[src/rtl/instr_encoder.sv]
// Streaming RV32I encoder: turns symbolic requests (lw/sw/R/beq/I-ALU/jal) into
// machine words tagged with sequential instruction-memory byte addresses.
module instr_encoder #(
  parameter int                ADDR_W    = 32,
  parameter logic [ADDR_W-1:0] BASE_ADDR = '0
) (
  input  logic              clk,
  input  logic              reset_n,
  input  logic              restart,
  input  logic              in_valid,
  output logic              in_ready,
  input  logic [2:0]        in_kind,
  input  logic [2:0]        in_funct3,
  input  logic              in_sub,
  input  logic [4:0]        in_rd,
  input  logic [4:0]        in_rs1,
  input  logic [4:0]        in_rs2,
  input  logic [31:0]       in_imm,
  output logic              out_valid,
  input  logic              out_ready,
  output logic [31:0]       out_instr,
  output logic [ADDR_W-1:0] out_addr,
  output logic              out_err,
  output logic              err_seen,
  output logic [15:0]       out_count
);

  localparam logic [6:0] OP_LOAD  = 7'b0000011;
  localparam logic [6:0] OP_STORE = 7'b0100011;
  localparam logic [6:0] OP_REG   = 7'b0110011;
  localparam logic [6:0] OP_BRNCH = 7'b1100011;
  localparam logic [6:0] OP_IMM   = 7'b0010011;
  localparam logic [6:0] OP_JAL   = 7'b1101111;

  logic              out_valid_q, out_valid_d;
  logic [31:0]       out_instr_q, out_instr_d;
  logic [ADDR_W-1:0] out_addr_q, out_addr_d;
  logic              out_err_q, out_err_d;
  logic              err_seen_q, err_seen_d;
  logic [15:0]       out_count_q, out_count_d;
  logic [ADDR_W-1:0] addr_q, addr_d;

  logic signed [31:0] imm_s;
  logic [31:0]        enc_word;
  logic               enc_err;
  logic               is_shift;
  logic               accept;
  logic               xfer;
  logic [ADDR_W-1:0]  base_addr;

  assign imm_s    = $signed(in_imm);
  assign is_shift = (in_funct3 == 3'b001) || (in_funct3 == 3'b101);

  always_comb begin
    enc_word = '0;
    enc_err  = 1'b0;
    case (in_kind)
      3'd0: begin
        enc_err  = (imm_s < -32'sd2048) || (imm_s > 32'sd2047);
        enc_word = {in_imm[11:0], in_rs1, 3'b010, in_rd, OP_LOAD};
      end
      3'd1: begin
        enc_err  = (imm_s < -32'sd2048) || (imm_s > 32'sd2047);
        enc_word = {in_imm[11:5], in_rs2, in_rs1, 3'b010, in_imm[4:0], OP_STORE};
      end
      3'd2: begin
        enc_err  = in_sub && (in_funct3 != 3'b000) && (in_funct3 != 3'b101);
        enc_word = {1'b0, in_sub, 5'b00000, in_rs2, in_rs1, in_funct3, in_rd, OP_REG};
      end
      3'd3: begin
        enc_err  = (imm_s < -32'sd4096) || (imm_s > 32'sd4094) || in_imm[0];
        enc_word = {in_imm[12], in_imm[10:5], in_rs2, in_rs1, 3'b000,
                    in_imm[4:1], in_imm[11], OP_BRNCH};
      end
      3'd4: begin
        // Shifts carry funct7 in the upper immediate bits, so the range is the shamt.
        if (is_shift) begin
          enc_err  = (imm_s < 32'sd0) || (imm_s > 32'sd31);
          enc_word = {1'b0, in_sub, 5'b00000, in_imm[4:0], in_rs1, in_funct3, in_rd, OP_IMM};
        end else begin
          enc_err  = (imm_s < -32'sd2048) || (imm_s > 32'sd2047);
          enc_word = {in_imm[11:0], in_rs1, in_funct3, in_rd, OP_IMM};
        end
        if (in_sub && (in_funct3 != 3'b101)) enc_err = 1'b1;
      end
      3'd5: begin
        enc_err  = (imm_s < -32'sd1048576) || (imm_s > 32'sd1048574) || in_imm[0];
        enc_word = {in_imm[20], in_imm[10:1], in_imm[11], in_imm[19:12], in_rd, OP_JAL};
      end
      default: enc_err = 1'b1;
    endcase
    if (enc_err) enc_word = '0;
  end

  assign in_ready  = !out_valid_q || out_ready;
  assign accept    = in_valid && in_ready;
  assign xfer      = out_valid_q && out_ready;
  assign base_addr = restart ? BASE_ADDR : addr_q;

  always_comb begin
    out_valid_d = out_valid_q;
    out_instr_d = out_instr_q;
    out_addr_d  = out_addr_q;
    out_err_d   = out_err_q;
    addr_d      = base_addr;
    err_seen_d  = restart ? 1'b0 : err_seen_q;
    out_count_d = out_count_q;
    if (accept) begin
      out_valid_d = 1'b1;
      out_instr_d = enc_word;
      out_addr_d  = base_addr;
      out_err_d   = enc_err;
      addr_d      = base_addr + ADDR_W'(4);
      if (enc_err) err_seen_d = 1'b1;
    end else if (xfer) begin
      out_valid_d = 1'b0;
    end
    // restart wins over a concurrent transfer, so the count restarts from zero.
    if (restart)                              out_count_d = '0;
    else if (xfer && (out_count_q != 16'hFFFF)) out_count_d = out_count_q + 16'd1;
  end

  always_ff @(posedge clk or negedge reset_n) begin
    if (!reset_n) begin
      out_valid_q <= 1'b0;
      out_instr_q <= '0;
      out_addr_q  <= BASE_ADDR;
      out_err_q   <= 1'b0;
      err_seen_q  <= 1'b0;
      out_count_q <= '0;
      addr_q      <= BASE_ADDR;
    end else begin
      out_valid_q <= out_valid_d;
      out_instr_q <= out_instr_d;
      out_addr_q  <= out_addr_d;
      out_err_q   <= out_err_d;
      err_seen_q  <= err_seen_d;
      out_count_q <= out_count_d;
      addr_q      <= addr_d;
    end
  end

  assign out_valid = out_valid_q;
  assign out_instr = out_instr_q;
  assign out_addr  = out_addr_q;
  assign out_err   = out_err_q;
  assign err_seen  = err_seen_q;
  assign out_count = out_count_q;

endmodule

[config.mk]
export PLATFORM = sky130hd
export DESIGN_NAME = instr_encoder
export DESIGN_NICKNAME = d
export VERILOG_FILES = /design/src/rtl/instr_encoder.sv
export SDC_FILE = /design/constraint.sdc
export NUM_CORES = 1
export LEC_CHECK = 0
export BUFFER_PORTS_ARGS = -buffer_cell sky130_fd_sc_hd__buf_2
export CORE_MARGIN = 10
export CORE_UTILIZATION = 54
export DETAILED_ROUTE_END_ITERATION = 6
export PLACE_DENSITY = 0.8
export SYNTH_ARGS = -nofsm -noshare
export SYNTH_HDL_FRONTEND = slang
export SYNTH_SLANG_ARGS = --single-unit
[constraint.sdc]
create_clock -name clk -period 2.35 [get_ports clk]
set_input_delay 0.47 -clock clk [delete_from_list [all_inputs] [get_ports clk]]
set_output_delay 0.47 -clock clk [all_outputs]
set_load 0.1 [all_outputs]
Word-level counts from Yosys, hierarchy flattened
Cells that the tools add are included.
Operators by class
  add/subtract/negate cells: 2
  multiply operators: 0
  div/mod/pow operators: 0
  $lt $le $gt $ge: 8
  equality and inequality tests: 9
  shift operators: 0
  muxes and demuxes: 15
  bitwise logic cells: 0
  reduce and logical (&&, ||, !) cells: 20
Operators by type and width (number)
  one-hot mux 32 bit (6 select lines): 1
  two-way mux 32 bit: 4
  adder 32 x 3 -> 32 bit (second input constant): 1
  greater-than comparator 32 x 12 -> 1 bit (second input constant): 1
  greater-than comparator 32 x 13 -> 1 bit (second input constant): 1
  greater-than comparator 32 x 21 -> 1 bit (second input constant): 1
  greater-than comparator 32 x 6 -> 1 bit (second input constant): 1
  < comparator 32 x 1 -> 1 bit (second input constant): 1
  < comparator 32 x 12 -> 1 bit (second input constant): 1
  < comparator 32 x 13 -> 1 bit (second input constant): 1
  < comparator 32 x 21 -> 1 bit (second input constant): 1
  two-way mux 16 bit: 2
  adder 16 x 1 -> 16 bit (second input constant): 1
  != test 16 bit (second input constant): 1
  equality test 3 bit (second input constant): 3
  logical OR 1 bit: 8
  two-way mux 1 bit: 7
  equality test 3 x 1 -> 1 bit (second input constant): 2
  equality test 3 x 2 -> 1 bit (second input constant): 2
  logical AND 1 bit: 6
  one-hot mux 1 bit (5 select lines): 1
  nonzero test 2 bit: 2
  logical NOT 3 bit: 1
  != test 3 bit (second input constant): 1
  3 further kinds: 3
Storage, ports and cells
  register bits: 115
  bits in latches: 0
  bits in writable memories: 0
  bits in read-only memories: 0
  output and inout port bits: 84
  memories: 0

Depth between registers and ports, before layout
  depth in word-level cells: 7
  gate-level depth with buffers: 10
  mapped depth without buffers: 9

Least setup slack after synthesis
Ideal clock, no wire load.
  path kind: reg-to-reg
  from: register out_valid_q (netlist: out_valid)
  to: register out_instr_q[10] (netlist: out_instr[10])
  library setup time: 90 ps
  data arrival time: 3227 ps
  data required time: 2260 ps
  setup slack: -967 ps
  cell stages (with the launch flop): 7
  buffers on the path: 2
  clock period less this slack: 3317 ps
  path through: dfrtp_1 -> nand2b_1 -> nand2_1 -> buf_1 -> clkbuf_1 -> nand2_1 -> o31ai_4
Between the ends
  cells in the longest elaborated chain, start to end: 3
Ends and longest elaborated chain
  start: declaration: line 35  | logic out_valid_q, out_valid_d;
  start signal: assignment: line 133  | out_valid_q <= out_valid_d;
  logical NOT 1 bit: line 95  | assign in_ready = !out_valid_q || out_ready;
  logical OR 1 bit: line 95
  named net in_ready: line 11  | output logic in_ready,
  logical AND 1 bit: line 96  | assign accept = in_valid && in_ready;
  end signal: assignment: line 134  | out_instr_q <= out_instr_d;
  end: declaration: line 36  | logic [31:0] out_instr_q, out_instr_d;
The timed path passes the listed nets, and every way through them passes these cells.
A chain may end at the register's enable or synchronous reset.

Worst setup path after layout
  from: input port in_imm[10]
  to: register out_instr_q[25] (netlist: out_instr[25])
Between the ends
  cells in the longest elaborated chain, start to end: 6
  elaborated cells between the ends (all ways): 18
Ends and longest elaborated chain
  start: declaration: line 18  | input logic [31:0] in_imm,
  < comparator 32 x 12 -> 1 bit (tied with other cells): line 59, 63, 81
  logical OR 1 bit (on tied branches)
  two-way mux 1 bit: line 77  | if (is_shift) begin
  two-way mux 1 bit: line 84  | if (in_sub && (in_funct3 != 3'b101)) enc_err = 1'b1;
  one-hot mux 1 bit (5 select lines) (*): line 57  | case (in_kind)
  two-way mux 32 bit (*): line 92  | if (enc_err) enc_word = '0;
Mark *: on every way between the ends. The rest lies on a longest branch, timed or not.

==> out/summary.txt <==
status = completed
hold crit path type = in -> reg
initial antenna violation count = 1
routed wire length per instance = 17.5 um
sequential-to-total area share from yosys stat = 49.8%
Detail Route Antenna Nets = 0
# rows = 37
crit path kind = in -> reg
largest net degree at the start of global routing = 66
Clock transition at path regs = 0.05 ns
Final Max Tran Viols = 0
Worst Setup Start Kind = input port
PD cells = 778 mW/mm^2
CTS H-tree depth = 4
Slew @ Worst Pin = 0.534 ns
synthesis-to-finish area growth = 27.9%
dpl hpwl = 11,600 um
die width = 122 um
Clock Latency Late Sink = 0.52 ns
Synth warnings = 0
fin cells = 909
grt total ovfl = 0
critical path arrival = 2.44 ns
leakage power = 3.49 nW
final-report setup violation count = 0
DIE AREA = 0.0150 mm^2
Total GRT Usage = 21.6%
Initial DRC Count = 450
Mapped Avg Cell Area = 9.28 um^2
final wirelength = 15,900 um
nets = 822
crit path max fanout = 11
DRC Markers = 0
RSZ-0062 raised after global routing = false
CP required = 2.77 ns
Core ar. = 0.0103 mm^2
ratio of final minimum period to clock period = 85.8%
clock root buffer = clkbuf_8
placed cell count = 877
MaxCap Viol Count = 0
CTS tree = done
total CTS buffers = 17
Synth cell types = 50
Slew HR = 64.7%
TritonCTS sink count = 113
Final Skew = 0.0188 ns
Min Clock Period, post-route = 2.02 ns
Die Ht = 122 um
DR vias/cell = 5.65
Post-Synthesis Cell Area = 0.00567 mm^2
asr flop ratio synth = 100%
DR vias = 5,136
commonest non-fill, non-tap cell in the layout = buf_2
#FFs+latches synth = 113
global-route wire length before repair = 26,100 um
post-synthesis cell count = 611
WHS = 0.248 ns
number of synthesized flops with an enable pin = 0
commonest non-fill, non-tap cells in the layout = 141 x buf_2, 110 x dfrtp_1, 108 x nand2_1
syn_nets = 672
share of layout cells above drive strength 1 = 29.7%
worst slack at placement = -0.132 ns
Worst VDD drop = 541 uV
final hold vios = 0
post-CTS setup buffer count = 0
GP Congestion = 0.970
Clock Path Buffers = 2
number of global-route vias before repair = 5,241
Initial Util = 55.2%
Detailed Routing Iterations Pass 1 = 5
post-CTS resize count = 0
PortBufs = 142
Synth Flop Type = dfrtp_1
IO Pins = 143
Peak Freq = 496 MHz
fin worst setup slack = 0.335 ns
Setup TNS = 0 ns
nature of the critical path endpoint = flip-flop
-- final cells by class --
class	instances	area, um^2
Fill cell	817	3020
Sequential cell	113	2830
Multi-Input combinational cell	446	2650
Timing Repair Buffer	168	936
Clock buffer	20	455
Tap cell	136	170
Clock inverter	10	159
Inverter	15	56.3
Antenna cell	1	2.50
-- per-layer routing --
metal | global-route usage [%] | vias to the layer above | share of wire, %
li1 | - | 2414 | -
met1 | 26.5 | 2493 | 39
met2 | 35.1 | 203 | 50
met3 | 6.93 | 26 | 8.8
met4 | 7.88 | 0 | 1.7
met5 | 0 | - | 0
-- cell families after synthesis --
family,after synthesis,share of synthesized area (%)
flip-flops,113,49.8
AO/OA/AOI/OAI,113,14.2
AND/OR/NAND/NOR,274,22.4
XOR/XNOR,44,6.79
multiplexers,13,2.45
buffers and inverters,52,3.86
adder cells (fa/ha/maj),2,0.441
-- final timing paths --
kind,from,cells past startpoint,slack [ns],end
setup reg to reg,addr_q[5],6,0.39,addr_q[31]
setup / recovery,in_imm[10],9,0.33,out_instr[25]
hold / removal,in_valid,2,0.25,out_valid
hold reg to reg,out_addr[2],2,0.47,out_addr[2]
max in group asynchronous,reset_n,3,1.24,out_addr[7]
min in group asynchronous,reset_n,2,0.47,out_instr[10]
-- cells in the mapped netlist (all sizes together) (7+ instances only) --
cell,n,area share [%]
clkbuf,29,1.9
a22oi,11,1.5
o31ai,18,4.0
inv,15,0.99
buf,8,0.93
nand4,22,2.4
dfrtp,113,50
nor2,61,4.0
nor4,8,0.88
nand2,109,7.2
nand3,24,2.2
mux2,7,1.4
o21ai,46,4.1
a21oi,16,1.4
nor2b,12,1.3
nor3,12,1.1
xnor2,18,2.8
xor2,26,4.0
-- worst max-delay path: stages --
cell and delay (ns):
buf_2 0.10, or4_4 0.53, o31ai_2 0.20, a211oi_1 0.12
o32ai_2 0.35, nand3_2 0.16, buf_4 0.20, buf_4 0.14
o21ai_0 0.17
-- metrics by stage --
stage | util (%) | cell area, um^2 | power (mW)
4_1_cts | 70.6 | 7260 | 5.68
6_report | 70.6 | 7260 | 5.64
3_3_place_gp | 64.5 | 6630 | 3.00
5_1_grt | 70.6 | 7260 | 5.84
3_5_place_dp | 64.5 | 6630 | 3.01
2_1_floorplan | - | 5690 | 2.74
-- timing repair --
action | CTS | global route
setup endpoints to repair | 0 | 0
hold buffers | 1 | 0
hold endpoints to repair | 37 | 0
-- registers in the layout (all words and copies together) (netlist names) --
| name | flops |
|---|---|
| addr_q | 32 |
| err_seen | 1 |
| out_addr | 32 |
| out_count | 16 |
| out_err | 1 |
| out_instr | 30 |
| out_valid | 1 |
-- where the power goes --
group	total [mW]	switching (mW)	internal (mW)	leakage [nW]
Sequential	2.04	0.0371	2.01	1.55
Combinational	0.943	0.740	0.203	1.63
Clock	2.66	0.870	1.79	0.299
No activity file was read; power rests on OpenSTA's default activity.
